==> src/rtl/char_fetch_scheduler.sv <==
// Shares the single-port character RAM between row prefetch (priority, in blanking) and the CPU, and feeds the glyph stage.
// Prefetch: first address 1 cycle after trigger, back in IDLE after WIDTH_CHARS+2; CPU waits (no grant) while a prefetch runs.
module char_fetch_scheduler #(
    parameter int WIDTH_CHARS  = 16,
    parameter int HEIGHT_CHARS = 12,
    parameter int CHARW        = 8,
    parameter int CHARH        = 8,
    parameter int RS           = 1,
    parameter int ADDR_W       = 8,
    parameter int CODE_W       = 8
) (
    input  logic                     vga_clk,
    input  logic                     reset_n,
    input  logic                     datasource,
    input  logic                     VS,
    input  logic                     cpu_req,
    input  logic                     cpu_we,
    input  logic [ADDR_W-1:0]        cpu_addr,
    input  logic [CODE_W-1:0]        cpu_wdata,
    output logic                     cpu_gnt,
    output logic [CODE_W-1:0]        cpu_rdata,
    output logic                     cpu_rvalid,
    output logic [ADDR_W-1:0]        ram_addr,
    output logic                     ram_we,
    output logic [CODE_W-1:0]        ram_wdata,
    input  logic [CODE_W-1:0]        ram_rdata,
    output logic                     pix_valid,
    output logic [CODE_W-1:0]        char_code,
    output logic [$clog2(CHARW)-1:0] glyph_x,
    output logic [$clog2(CHARH)-1:0] glyph_y,
    output logic                     fetch_overrun
);
    localparam int CELLW = CHARW * RS;
    localparam int CELLH = CHARH * RS;
    localparam int LINES = HEIGHT_CHARS * CELLH;
    localparam int LYW   = $clog2(LINES);
    localparam int PXW   = $clog2(WIDTH_CHARS * CELLW);
    localparam int COLW  = $clog2(WIDTH_CHARS);
    localparam int GXW   = $clog2(CHARW);
    localparam int GYW   = $clog2(CHARH);

    typedef enum logic [1:0] {IDLE, PREFETCH, DRAIN} state_t;

    state_t             state, state_nxt;
    logic               vs_q, ds_q;
    logic               vs_fall, ds_fall, ds_trig, trig;
    logic [LYW-1:0]     ly, ly_inc;
    logic [COLW-1:0]    col, fill_col, pcol;
    logic               fill_vld, rd_pend;
    logic [PXW-1:0]     px;
    logic [ADDR_W-1:0]  base;
    logic [CODE_W-1:0]  linebuf [WIDTH_CHARS];

    assign vs_fall = vs_q & ~VS;
    assign ds_fall = ds_q & ~datasource;
    assign ly_inc  = (ly == LYW'(LINES - 1)) ? ly : ly + 1'b1;
    // A saturated ly never advances, so it can never re-trigger a row.
    assign ds_trig = ds_fall && (ly != LYW'(LINES - 1)) && ((int'(ly_inc) % CELLH) == 0);
    assign trig    = vs_fall | ds_trig;
    assign base    = vs_fall ? '0 : ADDR_W'((int'(ly_inc) / CELLH) * WIDTH_CHARS);
    assign pcol    = COLW'(int'(px) / CELLW);
    assign cpu_rdata = cpu_rvalid ? ram_rdata : '0;

    always_comb begin
        state_nxt = state;
        cpu_gnt   = 1'b0;
        case (state)
            IDLE: begin
                if (trig)
                    state_nxt = PREFETCH;
                else if (cpu_req && reset_n)
                    cpu_gnt = 1'b1;
            end
            PREFETCH: if (col == COLW'(WIDTH_CHARS - 1)) state_nxt = DRAIN;
            DRAIN:    state_nxt = IDLE;
            default:  state_nxt = IDLE;
        endcase
    end

    always_ff @(posedge vga_clk or negedge reset_n) begin
        if (!reset_n) begin
            state         <= IDLE;
            vs_q          <= 1'b1;
            ds_q          <= 1'b0;
            ly            <= '0;
            col           <= '0;
            ram_addr      <= '0;
            ram_we        <= 1'b0;
            ram_wdata     <= '0;
            fill_vld      <= 1'b0;
            fill_col      <= '0;
            rd_pend       <= 1'b0;
            cpu_rvalid    <= 1'b0;
            fetch_overrun <= 1'b0;
            px            <= '0;
            pix_valid     <= 1'b0;
            char_code     <= '0;
            glyph_x       <= '0;
            glyph_y       <= '0;
        end else begin
            state    <= state_nxt;
            vs_q     <= VS;
            ds_q     <= datasource;
            fill_vld <= (state == PREFETCH);
            fill_col <= col;
            ram_we   <= 1'b0;

            if (vs_fall)
                ly <= '0;
            else if (ds_fall)
                ly <= ly_inc;

            if (state == IDLE && trig) begin
                col      <= '0;
                ram_addr <= base;
            end else if (state == PREFETCH && col != COLW'(WIDTH_CHARS - 1)) begin
                col      <= col + 1'b1;
                ram_addr <= ram_addr + 1'b1;
            end else if (cpu_gnt) begin
                ram_addr  <= cpu_addr;
                ram_we    <= cpu_we;
                ram_wdata <= cpu_wdata;
            end

            // Read data is on ram_rdata the cycle after the address is presented.
            rd_pend    <= cpu_gnt & ~cpu_we;
            cpu_rvalid <= rd_pend;

            if (state != IDLE && (trig || datasource))
                fetch_overrun <= 1'b1;

            px        <= datasource ? px + 1'b1 : '0;
            pix_valid <= datasource;
            if (datasource) begin
                char_code <= linebuf[pcol];
                glyph_x   <= GXW'((int'(px) % CELLW) / RS);
                glyph_y   <= GYW'((int'(ly) % CELLH) / RS);
            end else begin
                char_code <= '0;
                glyph_x   <= '0;
                glyph_y   <= '0;
            end
        end
    end

    always_ff @(posedge vga_clk) begin
        if (fill_vld)
            linebuf[fill_col] <= ram_rdata;
    end
endmodule

==> config.mk <==
export PLATFORM = sky130hd
export DESIGN_NAME = char_fetch_scheduler
export DESIGN_NICKNAME = d
export VERILOG_FILES = /design/src/rtl/char_fetch_scheduler.sv
export SDC_FILE = /design/constraint.sdc
export NUM_CORES = 1
export LEC_CHECK = 0
export BUFFER_PORTS_ARGS = -buffer_cell sky130_fd_sc_hd__buf_2
export CORE_MARGIN = 5
export CORE_UTILIZATION = 59
export CTS_CLUSTER_DIAMETER = 100
export CTS_CLUSTER_SIZE = 25
export DETAILED_ROUTE_END_ITERATION = 12
export GPL_TIMING_DRIVEN = 0
export MAX_ROUTING_LAYER = met4
export PLACE_DENSITY = 0.79
export SYNTH_ARGS = -nofsm -noshare
export SYNTH_HDL_FRONTEND = slang
export SYNTH_SLANG_ARGS = --single-unit
==> constraint.sdc <==
create_clock -name vga_clk -period 2.7 [get_ports vga_clk]
set_input_delay 0.405 -clock vga_clk [delete_from_list [all_inputs] [get_ports vga_clk]]
set_output_delay 0.405 -clock vga_clk [all_outputs]
set_load 0.01 [all_outputs]
==> flow_summary_export.csv, run 1 <==
group,metric,value,unit
status,status,"completed",
detailed_routing,vias,4353,
floorplan,rows,41,
critical_path,crit_fanout,17,
final_layout,final_cell_mix,"edfxtp_1, buf_2, dfrtp_1, nand2_1, and2_1",
floorplan,fp.dieArea,15400,µm²
final_layout,nFillCells,827,
detailed_routing,routed_wl,15.4,mm
timing,setup_violations,0,
final_layout,multi_input_area,2180,µm²
grt,grt_max_degree,61,
logic_synthesis,synth-seq-cells,189,
power,peakVddDrop,635,µV
critical_path,cp.arrival,2.18,ns
logic_synthesis,synth_edf_count,128,
critical_path,r2r_cells,8,
detailed_routing,drtIter0Drc,452,
clock_network,cts_sinks,189,
worst_hold_path,min_from,"VS",
grt,grt_use_total,0.225,
detailed_routing,wl_per_cell,21.0,µm
detailed_routing,first_pass_iters,5,
logic_synthesis,ys_warn_count,0,
grt,antenna_found_initial,0,
power,power.density,848,nW/µm²
grt,overflow,0,
floorplan,core-area,12700,µm²
clock_network,clkLatencyLatePin,0.42,ns
final_layout,mostFrequentLayoutCell,"edfxtp_1",
floorplan,die_w,124,µm
worst_hold_path,hold_depth,1,
logic_synthesis,syn_area_per_cell,16.9,µm²
power,leakage,3.36,nW
logic_synthesis,syn_inst,454,
clock_network,root_buffer,"clkbuf_16",
timing,hold_viol_final,0,
worst_hold_path,hp-class,"in -> reg",
clock_network,cts_buffers,17,
logic_synthesis,syn-num-nets,488,
critical_path,cp.required,2.30,ns
clock_network,clock_path_buffers,2,
final_layout,fin_cells,732,
grt,grt_pass1_vias,4378,
grt,grt_pass1_wl,24.2,mm
critical_path,path_class,"reg -> out",
clock_network,h-tree-depth,4,
critical_path,r2r_start,"ly[0]$_DFFE_PN0P_",
clock_network,cts_tree,"done",
run,cap_viol_max_count,0,
critical_path,setup.worst_path.end_class,"output port",
floorplan,io_pins,73,
placed_design,dp_cells,698,
placed_design,place_area,8260,µm²
timing,worst_clock_skew,0.00674,ns
final_layout,fin_area,8880,µm²
logic_synthesis,synth.distinct_cells,47,
timing,tightest_slew,1.32,ns
final_layout,regArea,5370,µm²
logic_synthesis,synthFlopType,"edfxtp_1",
floorplan,die_height,124,µm
placed_design,portBuffers,72,
logic_synthesis,synth_area,7680,µm²
logic_synthesis,yosysSeqAreaShare,0.699,
timing,fin_crit_sh,0.958,
final_layout,num_antenna_cells,0,
placed_design,gp_congestion,0.823,
detailed_routing,antenna_left,0,
final_layout,areaGrowthSynthToFinish,15.6,%
timing,max_freq,0.386,GHz
clock_network,cts.clk_slew.worst_paths,0.06,ns
floorplan,start_util,0.606,
timing,min_period,2.59,ns
critical_path,crit_path_start,"ly[0]$_DFFE_PN0P_",
placed_design,hpwlAfterDp,9.98,mm
final_layout,nNetsFinal,581,
detailed_routing,viasPerCell,5.95,
timing,slew_violations,0,
critical_path,start_kind,"flip-flop",
detailed_routing,drc_errors,0,
logic_synthesis,async_flop_share,0.323,
timing,max-slew-margin-rel,0.110,
final_layout,drive_gt1_frac,0.255,
## flip-flops by register name, indices dropped and copies added, names as in the netlist
register and flops:
char_code 8, col 4, cpu_rvalid 1, ds_q 1, fetch_overrun 1, fill_col 4
fill_vld 1, glyph_x 3, glyph_y 3, linebuf 128, ly 7, px 7
ram_addr 8, ram_wdata 8, ram_we 1, rd_pend 1, state 2, vs_q 1
## power by group
group,internal (W),switching [W],total (W),leakage (nW)
Combinational,0.000504,0.000806,0.00131,1.17
Sequential,0.00363,0.000282,0.00391,1.94
Clock,0.00126,0.00104,0.00231,0.260
## worst paths after layout
path | to | slack [ns]
setup / recovery | cpu_gnt | 0.11
hold / removal | vs_q$_DFF_PN1_ | 0.1
setup reg to reg | ram_addr[2]$_DFFE_PN0P_ | 0.34
hold reg to reg | cpu_rvalid$_DFF_PN0_ | 0.35
max in group asynchronous | char_code[4]$_DFF_PN0_ | 1.90
min in group asynchronous | vs_q$_DFF_PN1_ | 0.50
## cell families (layout without fill, tap and decap cells)
group                    after synthesis  after routing  share of synthesized area
multiplexers                          41             41                      0.129
buffers and inverters                 22            128                     0.0197
AO/OA/AOI/OAI                         36             36                     0.0326
AND/OR/NAND/NOR                      146            146                     0.0953
XOR/XNOR                              16             16                     0.0182
flip-flops                           189            189                      0.699
adder cells (fa/ha/maj)                4              4                    0.00651
## critical path, stage by stage, from the launching register on
cell and delay (ns):
dfrtp_1 0.44, ha_1 0.29, and4_4 0.24, a21o_1 0.26, o21ai_4 0.25, inv_4 0.12
buf_2 0.16
## metrics by stage
| step | power, W | setup WS [ns] | utilization | setup TNS [ns] | hold slack, ns |
|---|---|---|---|---|---|
| floorplan | 0.00468 | 0.700 | - | 0 | 0.109 |
| finish | 0.00753 | 0.112 | 0.701 | 0 | 0.0983 |
| CTS | 0.00755 | 0.0486 | 0.699 | 0 | 0.0795 |
| detailed placement | 0.00523 | -0.665 | 0.652 | -4.46 | 0.336 |
| global route | 0.00788 | -0.00760 | 0.701 | -0.00760 | 0.0810 |
| global placement | 0.00513 | -0.581 | 0.652 | -2.93 | 0.341 |
## synth_stat cells (all sizes together), types with 4 or more instances
library cell	instances	area, µm²
nor2b	7	43.8
mux4	40	976
nor3	4	20.0
clkbuf	6	22.5
nand3b	4	30.0
and2	29	181
nand2b	5	31.3
nand3	12	60.1
nand2	45	169
xnor2	9	78.8
dfrtp	60	1500
inv	4	15.0
buf	12	114
ha	4	50.1
a311oi	4	35.0
nor2	27	101
xor2	7	61.3
a21oi	9	45.0
o21ai	7	38.8
edfxtp	128	3840
and3	4	25.0
## timing repair
action / CTS / global route
hold endpoints to repair: 60 / 0
setup endpoints to repair: 1 / 1
buffers inserted: 0 / 1
gates resized for setup: 3 / 2
hold buffers: 2 / 0
pin swaps: 0 / 1
## area by class of cell
type	count	share of cell area
inverters	4	0.00197
flip-flops and latches	189	0.605
repair buffers	75	0.0464
well taps	172	0.0242
clock inverters	15	0.0142
clock buffers	17	0.0479
multi-input cells	243	0.245
plain buffers	17	0.0149
## routing by layer
metal / vias up / track usage / share of wire
li1: 1937 / - / -
met1: 2195 / 0.304 / 0.41
met2: 199 / 0.353 / 0.50
met3: 22 / 0.0413 / 0.069
met4: 0 / 0.0746 / 0.015
met5: - / - / 0
Power figures use the tool's default switching activity.
==> inputs of run 2 (changes only) <==
ABC_AREA = 1   (was not set)
==> flow_summary_export.csv, run 2 <==
group,metric,value,unit
grt,grt_max_degree,63,
logic_synthesis,synth.distinct_cells,37,
floorplan,fp.dieArea,15600,µm²
critical_path,crit_fanout,10,
logic_synthesis,ys_warn_count,0,
critical_path,start_kind,"flip-flop",
timing,fin_crit_sh,0.944,
timing,hold_viol_final,0,
logic_synthesis,synth-seq-cells,189,
timing,finalWorstSetupSlack,0.152,ns
final_layout,fin_area,9000,µm²
timing,tightest_slew,0.894,ns
timing,max_freq,0.393,GHz
logic_synthesis,synthFlopType,"edfxtp_1",
clock_network,cts.clk_slew.worst_paths,0.07,ns
clock_network,clkLatencyLatePin,0.42,ns
timing,setup_violations,0,
grt,grt_pass1_wl,29.5,mm
logic_synthesis,synth.area.top_cells,"edfxtp_1, dfrtp_1, o21ai_0",
critical_path,cp.arrival,2.14,ns
detailed_routing,wl_per_cell,19.6,µm
grt,grt_use_met3,0.0652,
detailed_routing,viasPerCell,5.93,
timing,max-slew-margin-rel,0.402,
run,cap_viol_max_count,0,
placed_design,hpwlAfterDp,12.2,mm
critical_path,setup.worst_path.end_class,"output port",
power,leakage,3.71,nW
final_layout,nNetsFinal,816,
clock_network,cts_tree,"done",
logic_synthesis,async_flop_share,0.323,
floorplan,rows,42,
logic_synthesis,synth_area,7770,µm²
grt,grt_use_total,0.251,
final_layout,largest_register,"linebuf",
power,peakVddDrop,548,µV
logic_synthesis,yosysSeqAreaShare,0.691,
logic_synthesis,syn-num-nets,720,
placed_design,place_area,8350,µm²
final_layout,fin_cells,971,
final_layout,drive_gt1_frac,0.169,
worst_hold_path,hp-class,"in -> async",
placed_design,pre_cts_ws,-0.0894,ns
final_layout,largest_reg_flops,128,
detailed_routing,routed_wl,19.0,mm
final_layout,num_antenna_cells,0,
logic_synthesis,netlist_top_cells_count,"edfxtp_1, nand2_1, nor2_1",
final_layout,mostFrequentLayoutCell,"edfxtp_1",
floorplan,io_pins,73,
logic_synthesis,synth_edf_count,128,
detailed_routing,drc_errors,0,
timing,rsz0062_at_grt,"no",
placed_design,dp_cells,934,
logic_synthesis,synth_area_leader_cell,"edfxtp_1",
logic_synthesis,synthMostInstantiatedCell,"edfxtp_1",
clock_network,clock_path_buffers,2,
placed_design,gp_congestion,0.978,
status,status,"completed",
timing,worst_clock_skew,0.00639,ns
floorplan,die_w,125,µm
floorplan,die_height,125,µm
detailed_routing,drtIter0Drc,795,
power,power.density,884,nW/µm²
grt,grt_pass1_vias,5553,
timing,slew_violations,0,
logic_synthesis,synth_top_area_share,0.495,
grt,met2_usage,0.387,
clock_network,cts_sinks,189,
detailed_routing,antenna_left,0,
logic_synthesis,syn_inst,686,
clock_network,cts_hold_buf,0,
detailed_routing,first_pass_iters,8,
detailed_routing,vias,5754,
timing,tns,0,ns
final_layout,finalCoreUtilization,0.688,
floorplan,core-area,13100,µm²
grt,antenna_found_initial,0,
critical_path,path_class,"reg -> out",
placed_design,portBuffers,72,
grt,overflow,0,
final_layout,final_cell_mix,"edfxtp_1, nand2_1, nor2_1, o21ai_0, buf_2",
clock_network,cts_buffers,17,
clock_network,h-tree-depth,4,
timing,min_period,2.55,ns
grt,busiest_layer,"met2",
floorplan,start_util,0.594,
final_layout,areaGrowthSynthToFinish,15.8,%
critical_path,cp.required,2.30,ns
logic_synthesis,syn_area_per_cell,11.3,µm²
clock_network,root_buffer,"clkbuf_16",
final_layout,nFillCells,930,
grt,grtUsageMet1,0.322,
[run 2: layer usage]
layer	up-vias	wire length (µm)
met1	2711	7390
met2	380	8900
li1	2610	-
met5	-	0
met4	0	619
met3	53	2100
[run 2: cells by family after synthesis]
kind of cell               after synthesis  share of synthesized area
xor gates and xnor gates                 6                    0.00676
adders and majority gates                4                    0.00644
and+or+nand+nor                        264                      0.143
DFF                                    189                      0.691
muxes                                    2                    0.00274
AOI/OAI and AO/OA                      143                      0.110
buffers and inverters                   78                     0.0399
[run 2: what timing repair did]
| action | 4_1_cts | 5_1_grt |
|---|---|---|
| gates resized for setup | 2 | 3 |
| buffers inserted | 0 | 5 |
| setup endpoints to repair | 1 | 1 |
| pin swaps | 0 | 1 |
[run 2: cell type report]
class	instances	area (µm²)	area share
Buffer	32	141	0.0157
Clock buffer	22	495	0.0550
Clock inverter	10	103	0.0114
Inverter	46	175	0.0195
Multi-Input combinational cell	419	2090	0.233
Sequential cell	189	5370	0.597
Tap cell	176	220	0.0245
Timing Repair Buffer	77	400	0.0445
[run 2: final timing paths]
kind                                                end  depth (start not counted)  slack, ns              start
min in group vga_clk                     vs_q$_DFF_PN1_                          1       0.09                 VS
worst max register to register   char_code[7]$_DFF_PN0_                          6       0.47    px[4]$_DFF_PN0_
worst min-delay path            ram_addr[5]$_DFFE_PN0P_                          1       0.04            reset_n
worst min register to register     cpu_rvalid$_DFF_PN0_                          0       0.35  rd_pend$_DFF_PN0_
max in group asynchronous             ly[0]$_DFFE_PN0P_                          1       2.10            reset_n
worst max-delay path                            cpu_gnt                         11       0.15  ly[0]$_DFFE_PN0P_
[run 2: through the flow]
stage,power (W),hold slack [ns]
after global routing,0.00837,0.0735
final,0.00796,0.0449
after global placement,0.00540,0.333
after floorplan,0.00492,0.109
after CTS,0.00791,0.0780
after detailed placement,0.00548,0.346
[run 2: worst max-delay path: stages, from the launching register on]
cell and delay, ns:
dfrtp_2 0.42, ha_2 0.22, nand2_2 0.08, nor2_4 0.16
nand2_4 0.10, nand2_1 0.09, nor2_1 0.05, nand3_1 0.08
nand3_1 0.13, buf_6 0.18, inv_4 0.09, buf_2 0.13
[run 2: power by group]
part	switching (W)	total (W)	leakage, nW	internal [W]
Combinational	0.00103	0.00156	1.48	0.000531
Sequential	0.000275	0.00392	1.93	0.00365
Clock	0.00106	0.00248	0.295	0.00141
==> inputs of run 3 (changes only) <==
BUFFER_PORTS_ARGS = not set   (was -buffer_cell sky130_fd_sc_hd__buf_2)
CORE_UTILIZATION = 63   (was 59)
DONT_BUFFER_PORTS = 1   (was not set)
==> flow_summary_export.csv, run 3 (synthesis gave the netlist of run 2 again) <==
group,metric,value,unit
status,status,"completed",
power,power,0.00775,W
run,cap_viol_max_count,0,
critical_path,cp.arrival,2.08,ns
final_layout,largest_register,"linebuf",
clock_network,cts_tree,"done",
floorplan,die_height,121,µm
clock_network,h-tree-depth,4,
detailed_routing,vias,5506,
critical_path,crit_fanout,10,
critical_path,path_class,"reg -> out",
power,peakVddDrop,721,µV
timing,fin_hold_ws,0.0416,ns
floorplan,rows,40,
clock_network,clkLatencyLatePin,0.43,ns
critical_path,setup.worst_path.end_class,"output port",
detailed_routing,first_pass_iters,5,
clock_network,post-cts-setup-buffers,0,
final_layout,drive_gt1_frac,0.0776,
clock_network,cts.clk_slew.worst_paths,0.06,ns
detailed_routing,drtIter0Drc,634,
detailed_routing,drc_errors,0,
critical_path,path_cells,"ha_2 -> nand2_2 -> nor2_4 -> nand2_4 -> nand2_1 -> nor2_1 -> nand3_1 -> nand3_1 -> buf_4 -> inv_4",
grt,grt_use_total,0.279,
critical_path,crit_path_frequent_cell,"nand3_1",
final_layout,nNetsFinal,743,
floorplan,fp.dieArea,14700,µm²
timing,worst_clock_skew,0.0107,ns
final_layout,nFillCells,822,
timing,slew_violations,0,
critical_path,cpMaxStageDelayCell,"dfrtp_1",
floorplan,io_pins,73,
final_layout,final_cell_mix,"edfxtp_1, nand2_1, nor2_1, o21ai_0, dfrtp_1",
timing,rsz0062_at_grt,"no",
timing,tightest_slew,0.964,ns
final_layout,largest_reg_flops,128,
placed_design,hpwlAfterDp,12.5,mm
timing,tns,0,ns
power,power.density,899,nW/µm²
floorplan,start_util,0.644,
grt,grt_pass1_wl,29.5,mm
clock_network,cts_buffers,17,
worst_hold_path,hp-class,"in -> reg",
grt,antenna_found_initial,0,
grt,overflow,0,
final_layout,areaGrowthSynthToFinish,10.9,%
power,leakage,3.35,nW
timing,min_period,2.49,ns
placed_design,pre_cts_ws,0.577,ns
placed_design,portBuffers,0,
detailed_routing,wl_per_cell,21.5,µm
floorplan,die_w,121,µm
floorplan,core-area,12100,µm²
critical_path,start_kind,"flip-flop",
timing,hold_viol_final,0,
critical_path,worst_path_largest_cell_delay,0.42,ns
detailed_routing,viasPerCell,6.19,
timing,finalWorstSetupSlack,0.211,ns
placed_design,gp_congestion,0.936,
detailed_routing,routed_wl,19.1,mm
final_layout,num_antenna_cells,0,
grt,grt_pass1_vias,5332,
timing,setup_violations,0,
clock_network,cts_sinks,189,
timing,max_freq,0.402,GHz
final_layout,mostFrequentLayoutCell,"edfxtp_1",
clock_network,root_buffer,"clkbuf_16",
critical_path,cp.required,2.30,ns
grt,grt_max_degree,62,
clock_network,clock_path_buffers,2,
timing,max-slew-margin-rel,0.355,
detailed_routing,antenna_left,0,
timing,fin_crit_sh,0.922,
run 3: changes by cell type in the layout (fill, tap and decap cells not counted), moves of 3 or more:
cell           change
buf_2             -71
buf_4              -5
clkbuf_8           -3
clkinvlp_4         +3
dlygate4sd3_1      +3
inv_4              -3
run 3: through the flow:
| stage | cells | cell area [µm²] | utilization |
|---|---|---|---|
| finish | 890 | 8620 | 0.715 |
| global placement | 854 | 7980 | 0.662 |
| floorplan | 686 | 7770 | - |
| CTS | 890 | 8610 | 0.714 |
| global route | 890 | 8620 | 0.715 |
| detailed placement | 854 | 7980 | 0.662 |
run 3: worst paths after layout:
| path | slack [ns] | cells after the start | to | from |
|---|---|---|---|---|
| worst min-delay path | 0.04 | 1 | rd_pend$_DFF_PN0_ | cpu_we |
| min in group asynchronous | 0.50 | 2 | ram_addr[6]$_DFFE_PN0P_ | reset_n |
| worst max register to register | 0.51 | 6 | char_code[2]$_DFF_PN0_ | px[4]$_DFF_PN0_ |
| worst min register to register | 0.36 | 0 | cpu_rvalid$_DFF_PN0_ | rd_pend$_DFF_PN0_ |
| worst max-delay path | 0.21 | 10 | cpu_gnt | ly[1]$_DFFE_PN0P_ |
| max in group asynchronous | 1.91 | 2 | vs_q$_DFF_PN1_ | reset_n |
run 3: per-layer routing:
metal / vias to the layer above / global-route usage / routed length (µm)
met4: 0 / 0.126 / 676
met2: 310 / 0.429 / 9200
met1: 2674 / 0.359 / 7490
li1: 2469 / - / -
met5: - / - / 0
met3: 53 / 0.0634 / 1760
run 3: area by class of cell:
cell class	count	area, µm²	share of cell area
clock inverters	14	145	0.0168
clock buffers	18	429	0.0498
repair buffers	4	57.6	0.00668
well taps	168	210	0.0244
plain buffers	32	138	0.0160
multi-input cells	419	2090	0.243
inverters	46	175	0.0203
flip-flops and latches	189	5370	0.623
run 3: where the power goes:
part	switching, W	internal (W)	leakage [nW]
registers	0.000375	0.00365	1.93
clock network	0.00107	0.00136	0.265
logic	0.000887	0.000402	1.15
total	0.00233	0.00541	3.35
run 3: repair_timing:
| action | 4_1_cts | 5_1_grt |
|---|---|---|
| gates resized for setup | 0 | 3 |
| hold buffers | 4 | 0 |
| endpoints found under the setup margin | 0 | 1 |
| endpoints found under the hold margin | 63 | 0 |
run 3: critical path, delay by kind of cell, from the launching register on:
family / cells / cell delay, ns
simple gates: 7 / 0.69
flops: 1 / 0.42
buf+inv: 2 / 0.32
fa+ha+maj: 1 / 0.23
